--- src/rtl/regfile_sweep_reader_pkg.sv ---
// Shared definitions for the register-file sweep reader: geometry of the 32x32
// register file and the sweep FSM state encoding.
package regfile_defs;

    localparam int REG_ADDR_W = 5;
    localparam int REG_DATA_W = 32;
    localparam int NUM_REGS   = 32;

    typedef enum logic [1:0] {
        ST_IDLE = 2'd0,
        ST_READ = 2'd1,
        ST_HOLD = 2'd2,
        ST_DONE = 2'd3
    } sweep_state_e;

endpackage

--- src/rtl/regfile_index_counter.sv ---
// Modulo-NUM_REGS register index counter with load, increment and a compare
// against the latched last index of the sweep range.
module regfile_index_counter #(
    parameter int NUM_REGS = regfile_defs::NUM_REGS,
    parameter int ADDR_W   = regfile_defs::REG_ADDR_W
) (
    input  logic              clock,
    input  logic              ctrl_reset,
    input  logic              load,
    input  logic              inc,
    input  logic [ADDR_W-1:0] first_reg,
    input  logic [ADDR_W-1:0] last_reg,
    output logic [ADDR_W-1:0] idx,
    output logic [ADDR_W-1:0] idx_next,
    output logic              is_last
);

    logic [ADDR_W-1:0] idx_q, idx_d;
    logic [ADDR_W-1:0] last_q, last_d;

    // Explicit wrap keeps the arithmetic correct when NUM_REGS is not a power of two.
    assign idx_next = (idx_q == ADDR_W'(NUM_REGS - 1)) ? '0 : idx_q + ADDR_W'(1);
    assign idx      = idx_q;
    assign is_last  = (idx_q == last_q);

    always_comb begin
        // NOTE: every always_comb target gets a default first so no latch is inferred.
        idx_d  = idx_q;
        last_d = last_q;
        if (load) begin
            idx_d  = first_reg;
            last_d = last_reg;
        end else if (inc) begin
            idx_d = idx_next;
        end
    end

    always_ff @(posedge clock) begin
        // NOTE: sequential state uses non-blocking assignments only.
        if (ctrl_reset) begin
            idx_q  <= '0;
            last_q <= '0;
        end else begin
            idx_q  <= idx_d;
            last_q <= last_d;
        end
    end

endmodule

--- src/rtl/regfile_sweep_reader.sv ---
// Read-side sweeper: walks register-file read port B over an inclusive, wrapping
// index range and streams each value out over a valid/ready interface.
module regfile_sweep_reader #(
    parameter int NUM_REGS = regfile_defs::NUM_REGS,
    parameter int ADDR_W   = regfile_defs::REG_ADDR_W,
    parameter int DATA_W   = regfile_defs::REG_DATA_W
) (
    input  logic              clock,
    input  logic              ctrl_reset,
    input  logic              start,
    input  logic              abort,
    input  logic [ADDR_W-1:0] first_reg,
    input  logic [ADDR_W-1:0] last_reg,
    output logic [ADDR_W-1:0] ctrl_readReg,
    input  logic [DATA_W-1:0] data_readReg,
    output logic              out_valid,
    input  logic              out_ready,
    output logic [DATA_W-1:0] out_data,
    output logic [ADDR_W-1:0] out_index,
    output logic              out_last,
    output logic              busy,
    output logic              done
);

    import regfile_defs::*;

    sweep_state_e      state_q, state_d;
    logic [ADDR_W-1:0] read_addr_q, read_addr_d;
    logic              out_valid_q, out_valid_d;
    logic [DATA_W-1:0] out_data_q, out_data_d;
    logic [ADDR_W-1:0] out_index_q, out_index_d;
    logic              out_last_q, out_last_d;
    logic              busy_q, busy_d;
    logic              done_q, done_d;

    logic              cnt_load, cnt_inc;
    logic [ADDR_W-1:0] cnt_idx, cnt_idx_next;
    logic              cnt_is_last;

    regfile_index_counter #(
        .NUM_REGS (NUM_REGS),
        .ADDR_W   (ADDR_W)
    ) u_index_counter (
        .clock      (clock),
        .ctrl_reset (ctrl_reset),
        .load       (cnt_load),
        .inc        (cnt_inc),
        .first_reg  (first_reg),
        .last_reg   (last_reg),
        .idx        (cnt_idx),
        .idx_next   (cnt_idx_next),
        .is_last    (cnt_is_last)
    );

    always_comb begin
        state_d     = state_q;
        read_addr_d = '0;
        out_valid_d = out_valid_q;
        out_data_d  = out_data_q;
        out_index_d = out_index_q;
        out_last_d  = out_last_q;
        busy_d      = busy_q;
        done_d      = 1'b0;
        cnt_load    = 1'b0;
        cnt_inc     = 1'b0;

        if (abort) begin
            // Abort drops any word in flight, including one handshaken this cycle.
            state_d     = ST_IDLE;
            out_valid_d = 1'b0;
            busy_d      = 1'b0;
        end else begin
            unique case (state_q)
                ST_IDLE: begin
                    if (start) begin
                        cnt_load    = 1'b1;
                        read_addr_d = first_reg;
                        busy_d      = 1'b1;
                        state_d     = ST_READ;
                    end
                end
                ST_READ: begin
                    out_data_d  = data_readReg;
                    out_index_d = cnt_idx;
                    out_last_d  = cnt_is_last;
                    out_valid_d = 1'b1;
                    state_d     = ST_HOLD;
                end
                ST_HOLD: begin
                    if (out_ready) begin
                        out_valid_d = 1'b0;
                        if (out_last_q) begin
                            done_d  = 1'b1;
                            state_d = ST_DONE;
                        end else begin
                            cnt_inc     = 1'b1;
                            read_addr_d = cnt_idx_next;
                            state_d     = ST_READ;
                        end
                    end
                end
                ST_DONE: begin
                    busy_d  = 1'b0;
                    state_d = ST_IDLE;
                end
                default: state_d = ST_IDLE;
            endcase
        end
    end

    always_ff @(posedge clock) begin
        if (ctrl_reset) begin
            state_q     <= ST_IDLE;
            read_addr_q <= '0;
            out_valid_q <= 1'b0;
            out_data_q  <= '0;
            out_index_q <= '0;
            out_last_q  <= 1'b0;
            busy_q      <= 1'b0;
            done_q      <= 1'b0;
        end else begin
            state_q     <= state_d;
            read_addr_q <= read_addr_d;
            out_valid_q <= out_valid_d;
            out_data_q  <= out_data_d;
            out_index_q <= out_index_d;
            out_last_q  <= out_last_d;
            busy_q      <= busy_d;
            done_q      <= done_d;
        end
    end

    assign ctrl_readReg = read_addr_q;
    assign out_valid    = out_valid_q;
    assign out_data     = out_data_q;
    assign out_index    = out_index_q;
    assign out_last     = out_last_q;
    assign busy         = busy_q;
    assign done         = done_q;

endmodule

--- config.mk ---
export PLATFORM = sky130hd
export DESIGN_NAME = regfile_sweep_reader
export DESIGN_NICKNAME = d
export VERILOG_FILES = /design/src/rtl/regfile_sweep_reader_pkg.sv /design/src/rtl/regfile_index_counter.sv /design/src/rtl/regfile_sweep_reader.sv
export SDC_FILE = /design/constraint.sdc
export NUM_CORES = 1
export LEC_CHECK = 0
export ABC_CLOCK_PERIOD_IN_PS = 2560
export BUFFER_PORTS_ARGS = -buffer_cell sky130_fd_sc_hd__buf_4
export CAP_MARGIN = 10
export CORE_ASPECT_RATIO = 0.8
export CORE_MARGIN = 3
export CORE_UTILIZATION = 47
export DETAILED_ROUTE_END_ITERATION = 7
export GPL_TIMING_DRIVEN = 0
export PLACE_DENSITY = 0.85
export SLEW_MARGIN = 10
export SYNTH_ARGS = -nofsm -noshare
export SYNTH_HDL_FRONTEND = slang
export SYNTH_SLANG_ARGS = --single-unit
--- constraint.sdc ---
create_clock -name clock -period 2.56 [get_ports clock]
set_input_delay 0.128 -clock clock [delete_from_list [all_inputs] [get_ports clock]]
set_output_delay 0.128 -clock clock [all_outputs]
set_load 0.1 [all_outputs]
==> Word-level counts from Yosys, hierarchy flattened <==
Index checks and enable logic that the tools add are counted.
Widths: inputs -> output; s select.
{ "classes": {"reduce_logical": 10, "n_mux": 23, "bitwise_logic": 3, "n_addsub": 1, "eq_ne": 7} }
{ "op_table": {"columns": ["operator", "n"], "rows": [
  ["$mux 5", 6],
  ["$mux 1", 10],
  ["$pmux 5 s2", 1],
  ["$pmux 2 s4", 1],
  ["$reduce_and 2->1", 4],
  ["$mux 2", 3],
  ["$reduce_bool 2->1", 3],
  ["$add 5x1->5 const B", 1],
  ["$eq 5x5->1", 1],
  ["$eq 5x5->1 const B", 1],
  ["$eq 2x2->1 const B", 2],
  ["$ne 2x2->1 const B", 2],
  ["$pmux 1 s2", 2],
  ["$reduce_or 4->1", 1],
  ["$not 1->1", 3],
  ["$eq 2x1->1 const B", 1],
  ["$logic_not 2->1", 1],
  ["$reduce_or 2->1", 1]
]} }
{ "word_totals": {"elab_cells": 54, "input_bits": 47, "reg_bits": 58, "out_inout_bits": 46} }

==> Longest topological paths before layout <==
Gate-level depths: netlist of the first run.
{ "logic_depth": {"depth_word": 6, "depth_mapped": 7, "ltp_nobuf": 6} }

==> Hierarchy <==
Synthesis of the first run repeated with hierarchy kept, for this count alone.
{ "hier_totals": {"hier_cells": 263, "hier_area_um2": 2279.7} }
{ "modules_own_cells": {"columns": ["module", "instances", "cells_each", "seq_area_each_um2", "area_each_um2"], "rows": [
  ["regfile_sweep_reader", 1, 204, 960.9, 1721.7],
  ["regfile_index_counter", 1, 59, 200.2, 558.0]
]} }

==> Worst setup path before layout of the first run <==
Ideal clock, no wire load.
{ "synth_timing": {"path_type": "flip-flop to flip-flop", "start": "register out_last_q, in the netlist out_last", "end": "register u_index_counter.idx_q[3], in the netlist u_index_counter.idx[3]", "synth_period_minus_slack_ns": 1.827, "arrival_time_ns": 1.695, "setup_slack_ns": 0.733, "setup_time_ns": 0.132, "required_time_ns": 2.428, "path_buffers": 0, "stages_incl_launch_ff": 5, "cell_sequence": "dfxtp_1 -> nand3b_2 -> a211oi_4 -> o311a_1 -> nor3_1"} }
{ "synth_via": {"elab_chain_len": 5} }
{ "synth_rtl": {"columns": ["item", "line", "text"], "rows": [
  ["start, declared", "regfile_sweep_reader.sv:32", "logic out_last_q, out_last_d;"],
  ["start signal, assigned", "regfile_sweep_reader.sv:127", "out_last_q <= out_last_d;"],
  ["$mux 1", "regfile_sweep_reader.sv:92", "if (out_last_q) begin"],
  ["$mux 1", "regfile_sweep_reader.sv:90", "if (out_ready) begin"],
  ["$mux 1", "regfile_sweep_reader.sv:73", "unique case (state_q)"],
  ["$mux 1", "regfile_sweep_reader.sv:67", "if (abort) begin"],
  ["$reduce_bool 2->1 (no line)", null, null],
  ["end signal, assigned", "regfile_index_counter.sv:44", "idx_q <= idx_d;"],
  ["end, declared", "regfile_index_counter.sv:18", "logic [ADDR_W-1:0] idx_q, idx_d;"]
]} }
Every way passes these cells.
A chain may end at the register's enable or synchronous reset.

==> Final worst setup path of the first run <==
{ "layout_timing": {"start": "register u_index_counter.idx_q[0], in the netlist u_index_counter.idx[0]", "end": "register read_addr_q[3], in the netlist ctrl_readReg[3]"} }
{ "layout_via": {"elab_chain_len": 5, "word_cells_on_any_way": 6, "cone_classes": "1 x add/sub; 1 x eq/ne; 4 x mux"} }
{ "layout_rtl": {"columns": ["item", "line", "text"], "rows": [
  ["$add 5x1->5 or $eq 5x5->1 (tied branches)", "regfile_index_counter.sv:22", "assign idx_next = (idx_q == ADDR_W'(NUM_REGS - 1)) ? '0 : idx_q + ADDR_W'(1);"],
  ["$mux 5 *", "regfile_index_counter.sv:22", null],
  ["$mux 5 *", "regfile_sweep_reader.sv:92", null],
  ["$mux 5 *", "regfile_sweep_reader.sv:90", null],
  ["$pmux 5 s2 *", "regfile_sweep_reader.sv:73", null],
  ["end signal, assigned", "regfile_sweep_reader.sv:123", "read_addr_q <= read_addr_d;"],
  ["end, declared", "regfile_sweep_reader.sv:28", "logic [ADDR_W-1:0] read_addr_q, read_addr_d;"]
]} }
Mark *: on every way between the ends. The rest lies on a longest branch, timed or not.

==> results by group, run 1 <==
Yosys
  • Top cells by area, synth: dfxtp_1, nand2_1, a21oi_1
  • Xor/xnor share of the synthesized area: 2.70%
  • Main combinational cell family by area after synthesis: simple AND/OR/NAND/NOR gates
  • Multiplexer share of the synthesized area: 2.65%
  • Mapped Area: 2270 um2
  • Synth Area in Compound Gates: 14.7%
  • Post-synthesis simple-gate area fraction: 22.8%
  • Net Count, Synth: 320
  • Post-synthesis cell type count: 31
  • Synth Instances: 271
  • Seq/Total Area, Yosys: 51.2%
  • Top-area cell type share of the netlist area: 51.2%
  • Yosys top cell by area: dfxtp_1
  • Synthesized area per cell: 8.37 um2
  • Flip-flop and latch count after synthesis: 58
  • Yosys synthesis warning count: 0
  • Synth Area in Adders: 1.10%

Worst hold path
  • Worst hold stages: 3
  • Hold WC Path Type: primary input to flop
  • Min-delay src: last_reg[1]
  • Hold Crit Endpoint: u_index_counter.last_q[1]

CTS
  • CTS tree: done
  • Post-CTS setup buffers: 0
  • Post-CTS sizing: 0
  • H-tree depth: 3
  • CTS Buf Count: 9
  • CTS Hold Bufs: 0
  • Maximum buffer depth of the clock tree: 2
  • Root buffer selected by CTS: clkbuf_8
  • Clk pin slew, worst setup/hold paths: 0.06 ns
  • Clk sinks: 58
  • Clk_lat worst skew: 0.33 ns

Outcome
  • Status: finished clean

Setup path
  • Top delay family on crit path: simple AND/OR/NAND/NOR gates
  • Crit Path Class: flop to flop
  • Worst reg2reg path depth: 6
  • Top cell by count, worst path: ha_1
  • Reg-to-reg setup timing slack: 0.62 ns
  • Reg-to-Reg Start: u_index_counter.idx[0]
  • Critical Path RT: 2.83 ns
  • Crit-path max FO: 8
  • Worst EP arrival: 2.20 ns
  • Buffers and inverters on the worst path: 1
  • CP Cell Sequence: ha_1 -> and3_1 -> ha_1 -> clkbuf_1 -> or4_1 -> a21oi_1
  • CP Capture Type: flop
  • Critical Path Max Stage Delay: 0.54 ns
  • Slowest cell on the critical path: or4_1
  • RR Endpoint: ctrl_readReg[3]
  • Setup crit start kind: flop

Timing
  • Clock Skew: 0.00504 ns
  • RSZ-0062 raised after global routing: no
  • Final worst path period share: 75.6%
  • Max-slew violation count: 0
  • Worst hold margin: 0.0296 ns
  • Peak Freq: 0.516 GHz
  • Post-layout minimum cycle time: 1.94 ns
  • Setup TNS: 0 ns
  • Worst slew pin tran: 0.653 ns
  • Fin. Hold Viols: 0
  • Max_slew headroom: 56.4%
  • Setup Viol. Count Final: 0

GRT
  • First-pass GRT wire length: 9170 um
  • Grt ovf: 0
  • Vias in the first global route: 1,897
  • GRT Util Overall: 20.8%
  • Largest net degree at the start of global routing: 11
  • Initial antenna violation count: 0

Drt
  • WL final: 5750 um
  • Iter 0 DRT Violations: 93
  • Via count: 2,175
  • ANT nets after route: 0
  • DRC viols: 0
  • First-pass iteration count of the detailed router: 4
  • DR vias/cell: 5.01
  • WL/cell: 13.2 um

Layout
  • Final #Nets: 422
  • Non-filler cells, final: 434
  • Share of cells above drive strength 1: 31.3%
  • # fillers: 367
  • N_diodes: 0
  • Area occupied by registers: 1160 um2
  • Area growth, synth to finish: 40.8%
  • Multi-input gate area: 997 um2
  • Final core occ: 72.3%

Placed design
  • Post-DP HPWL: 4320 um
  • IO buf count: 91
  • Gpl congestion: 0.795
  • Cell Count Post-Placement: 419

Floorplanning
  • I/O pin count: 93
  • Die area: 5700 um2
  • Row cnt: 21
  • Core area: 4410 um2
  • Starting Density: 51.4%
  • Die Wd: 83.7 um
  • Die Y: 68.1 um

Job
  • Max-cap viol count: 0

Power
  • Power density cells: 624 nW/um2
  • Total chip power: 1990 uW
  • Worst vdd ir: 0.435 mV
  • Lkg Pwr: 0.00135 uW
## metal layers
metal | up-vias | track usage [%] | part of all wire [%]
met4 | 0 | 4.82 | 0.89
met1 | 983 | 26.0 | 45
met2 | 78 | 32.4 | 45
met5 | - | 0 | 0
met3 | 8 | 10.5 | 8.9
li1 | 1106 | - | -
## power breakdown
group	internal [uW]	switching, uW
sequential	929	22.6
combinational	112	203
clock	393	333
total	1430	558
## placed cells by master (no fill, tap or decap), types with 2 or more instances in the layout
cell type   n
nor3b_1     2
nor3_1      5
nand2b_1    5
a21oi_1    46
ha_1        2
xnor2_1     3
nor2_1     21
clkbuf_8   11
buf_6       2
buf_2       4
dfxtp_1    58
clkinv_2    3
a22oi_1     3
a211oi_1    4
nand2_1    77
inv_1       3
clkbuf_1   10
mux2i_1     6
nand3_1     2
buf_4      94
xor2_1      4
## how the worst max path moves through the flow
stage,startpoint,endpoint,slack [ns],cells after the start
6_report,u_index_counter.idx[0],ctrl_readReg[3],0.62,6
5_1_grt,u_index_counter.idx[0],ctrl_readReg[3],0.51,6
4_1_cts,u_index_counter.idx[0],ctrl_readReg[3],0.64,6
3_5_place_dp,u_index_counter.idx[0],ctrl_readReg[3],0.66,6
3_3_place_gp,u_index_counter.idx[0],ctrl_readReg[3],0.67,6
2_1_floorplan,out_last,u_index_counter.idx[3],0.73,4
## area by class of cell
cell class / instances / share of cell area (%)
Clock inverter: 3 / 0.470
Inverter: 3 / 0.353
Clock buffer: 12 / 4.86
Buffer: 18 / 3.10
Sequential cell: 58 / 36.4
Multi-Input combinational cell: 192 / 31.2
Tap cell: 57 / 2.23
Timing Repair Buffer: 91 / 21.4
## cell usage after synthesis
cell	n
nand2_1	77
dfxtp_1	58
a21oi_1	46
nor2_1	21
clkbuf_1	9
mux2i_1	6
nand2b_1	5
nor3_1	5
a211oi_1	4
buf_2	4
xor2_1	4
a22oi_1	3
buf_4	3
inv_1	3
xnor2_1	3
buf_6	2
ha_1	2
nand3_1	2
nor3b_1	2
a211oi_4	1
a21boi_0	1
a32oi_1	1
and3_1	1
nand3b_2	1
nand4_1	1
nor4b_4	1
o21ai_0	1
o311a_1	1
or2_2	1
or3_1	1
or4_1	1
## flip-flops by register name, indices dropped and copies added (netlist names)
signal	flops
out_data	32
done	1
out_last	1
busy	1
state_q	2
out_valid	1
ctrl_readReg	5
out_index	5
u_index_counter.idx	5
u_index_counter.last_q	5
## metrics by stage
step | setup WS (ns) | instance area, um2
floorplan | 0.733 | 2270
CTS | 0.639 | 3190
detailed placement | 0.656 | 3020
global placement | 0.674 | 3020
finish | 0.623 | 3190
global route | 0.509 | 3190
## logic make-up (layout without fill, tap and decap cells)
logic type               count (synthesis)  count (layout)
flip-flops                              58              58
AO/OA/AOI/OAI                           58              58
AND/OR/NAND/NOR                        119             119
multiplexers                             6               6
XOR/XNOR                                 7               7
buffers and inverters                   21             127
adder cells (fa/ha/maj)                  2               2
## worst reg2reg max path, stage by stage, from the launching register on
cell      delay, ns
dfxtp_1        0.39
ha_1           0.26
and3_1         0.19
ha_1           0.17
clkbuf_1       0.18
or4_1          0.54
a21oi_1        0.15
No activity file was read; power rests on OpenSTA's default activity.
==> run 2: changes to the inputs <==
--- a/config.mk
+++ b/config.mk
@@ -5,7 +5,7 @@
 export SDC_FILE = /design/constraint.sdc
 export NUM_CORES = 1
 export LEC_CHECK = 0
-export ABC_CLOCK_PERIOD_IN_PS = 2560
+export ABC_CLOCK_PERIOD_IN_PS = 1880
 export BUFFER_PORTS_ARGS = -buffer_cell sky130_fd_sc_hd__buf_4
 export CAP_MARGIN = 10
 export CORE_ASPECT_RATIO = 0.8
==> constraint.sdc (replaced) <==
create_clock -name clock -period 1.88 [get_ports clock]
set_input_delay 0.094 -clock clock [delete_from_list [all_inputs] [get_ports clock]]
set_output_delay 0.094 -clock clock [all_outputs]
set_load 0.1 [all_outputs]
==> results by group, run 2 (synthesis gave the netlist of run 1 again) <==
CTS
  • Maximum buffer depth of the clock tree: 2 (unchanged)
  • Clk pin slew, worst setup/hold paths: 0.06 ns (about the same)
  • CTS Buf Count: 9 (unchanged)
  • Root buffer selected by CTS: clkbuf_8
  • Clk_lat worst skew: 0.33 ns (about the same)
  • Post-CTS setup buffers: 0 (unchanged)
  • CTS tree: done
  • H-tree depth: 3 (unchanged)
  • Clk sinks: 58 (unchanged)

Placed design
  • Post-DP HPWL: 4320 um (unchanged)
  • IO buf count: 91 (unchanged)
  • Post-DP Area: 3020 um2 (unchanged)
  • Gpl congestion: 0.795 (unchanged)

GRT
  • Initial antenna violation count: 0 (unchanged)
  • Grt ovf: 0 (unchanged)
  • First-pass GRT wire length: 9700 um (+5.8%)
  • GRT Util Overall: 21.9% (+1.1 points)
  • Vias in the first global route: 2,016 (+6.3%)
  • Largest net degree at the start of global routing: 11 (unchanged)

Timing
  • Fin. Hold Viols: 0 (unchanged)
  • Post-layout minimum cycle time: 1.74 ns (-0.201 ns)
  • Worst slew pin tran: 0.682 ns (+0.0290 ns)
  • Clock Skew: 0.00443 ns (-0.000608 ns)
  • Setup Viol. Count Final: 0 (unchanged)
  • Max_slew headroom: 54.4% (-1.9 points)
  • RSZ-0062 raised after global routing: no
  • Peak Freq: 0.576 GHz (+12%)
  • Max-slew violation count: 0 (unchanged)
  • Setup TNS: 0 ns (unchanged)
  • Final worst path period share: 92.3% (+17 points)
  • Worst hold margin: 0.00750 ns (-0.0221 ns)

Floorplanning
  • Die Y: 68.1 um (unchanged)
  • Die area: 5700 um2 (unchanged)
  • I/O pin count: 93 (unchanged)
  • Starting Density: 51.4% (unchanged)
  • Core area: 4410 um2 (unchanged)
  • Row cnt: 21 (unchanged)
  • Die Wd: 83.7 um (unchanged)

Drt
  • ANT nets after route: 0 (unchanged)
  • Metal2 WL: 2850 um (+11%)
  • WL final: 6050 um (+5.2%)
  • Iter 0 DRT Violations: 88 (-5.4%)
  • WL/cell: 13.4 um (+1.5%)
  • First-pass iteration count of the detailed router: 4 (unchanged)
  • Routed wl met3: 475 um (-6.9%)
  • DR vias/cell: 5.01 (about the same)
  • DRC viols: 0 (unchanged)
  • Metal-1 WL: 2670 um (+2.1%)
  • Via count: 2,253 (+3.6%)
  • Highest metal used: met4

Layout
  • Most common cell after layout, fill and taps aside: buf_4
  • Multi-input gate area: 1000 um2 (+0.25%)
  • N_diodes: 0 (unchanged)
  • Most frequent cells in the layout: buf_4, nand2_1, dfxtp_1, a21oi_1, nor2_1
  • # fillers: 341 (-7.1%)
  • Final #Nets: 438 (+3.8%)
  • Area occupied by registers: 1160 um2 (+0.11%)
  • Share of cells above drive strength 1: 30.5% (-0.77 points)
  • Final Cell Area: 3360 um2 (+5.3%)
  • Largest register FFs: 32 (unchanged)
  • Final core occ: 76.2% (+3.9 points)
  • Area growth, synth to finish: 48.3%

Worst hold path
  • Worst hold stages: 3 (unchanged)
  • Hold WC Path Type: primary input to flop

Power
  • Worst vdd ir: 0.595 mV (+37%)
  • Power density cells: 816 nW/um2 (+31%)
  • Lkg Pwr: 0.00141 uW (+5.0%)

Setup path
  • Setup crit start kind: flop
  • Worst EP arrival: 2.00 ns (-0.20 ns)
  • Top delay family on crit path: simple AND/OR/NAND/NOR gates
  • CP Capture Type: flop
  • CP Cell Sequence: ha_1 -> and3_1 -> ha_2 -> or4_1 -> a21oi_1
  • Slowest cell on the critical path: or4_1
  • Crit Path Class: flop to flop
  • Stages on the worst setup path: 5 (-1)
  • Crit-path max FO: 8 (unchanged)
  • Worst reg2reg path depth: 5 (-1)
  • Critical Path Max Stage Delay: 0.52 ns (-0.02 ns)
  • Buffers and inverters on the worst path: 0 (-1)
  • Critical Path RT: 2.14 ns (-0.69 ns)

Job
  • Max-cap viol count: 0 (unchanged)

Outcome
  • Status: finished clean
[run 2: per-stage QoR]
stage	std cells	total power, uW	setup WS, ns
6_report	450	2740	0.144
5_1_grt	450	2860	0.0411
4_1_cts	450	2770	0.00959
3_5_place_dp	419	1750	-0.0243
3_3_place_gp	419	1740	-0.00590
2_1_floorplan	271	1600	0.0531
[run 2: per-layer routing]
layer / up-vias / global-route usage, %
li1: 1138 / -
met1: 1025 / 26.7
met2: 82 / 35.9
met3: 8 / 10.3
met4: 0 / 4.82
met5: - / 0
[run 2: final cells by class]
type,instances,area share (%)
inverters,3,0.335
flip-flops and latches,58,34.6
repair buffers,108,25.4
clock inverters,3,0.446
clock buffers,12,4.61
multi-input cells,192,29.7
well taps,57,2.12
plain buffers,17,2.83
[run 2: worst reg2reg max path, delay by kind of cell, from the launching register on]
| family | cells | cell delay, ns |
|---|---|---|
| adders and majority gates | 2 | 0.45 |
| AOI/OAI and AO/OA | 1 | 0.15 |
| DFF | 1 | 0.36 |
| and+or+nand+nor | 2 | 0.71 |
[run 2: worst paths after layout]
check,slack [ns],start,endpoint
min,0.008,data_readReg[1],out_data[1]
max,0.14,u_index_counter.idx[0],ctrl_readReg[3]
max reg2reg,0.14,u_index_counter.idx[0],ctrl_readReg[3]
min reg2reg,0.45,out_index[1],out_index[1]
[run 2: where the power goes]
part | total, uW | internal [uW] | leakage (uW) | switching [uW]
logic | 459 | 175 | 0.000851 | 284
registers | 1300 | 1270 | 0.000471 | 31.3
clock network | 987 | 535 | 0.0000920 | 452
[run 2: what timing repair did]
action,CTS,global route
hold endpoints to repair,16,1
pin swaps,0,0
setup endpoints to repair,2,3
hold buffers,16,1
gates resized for setup,1,1
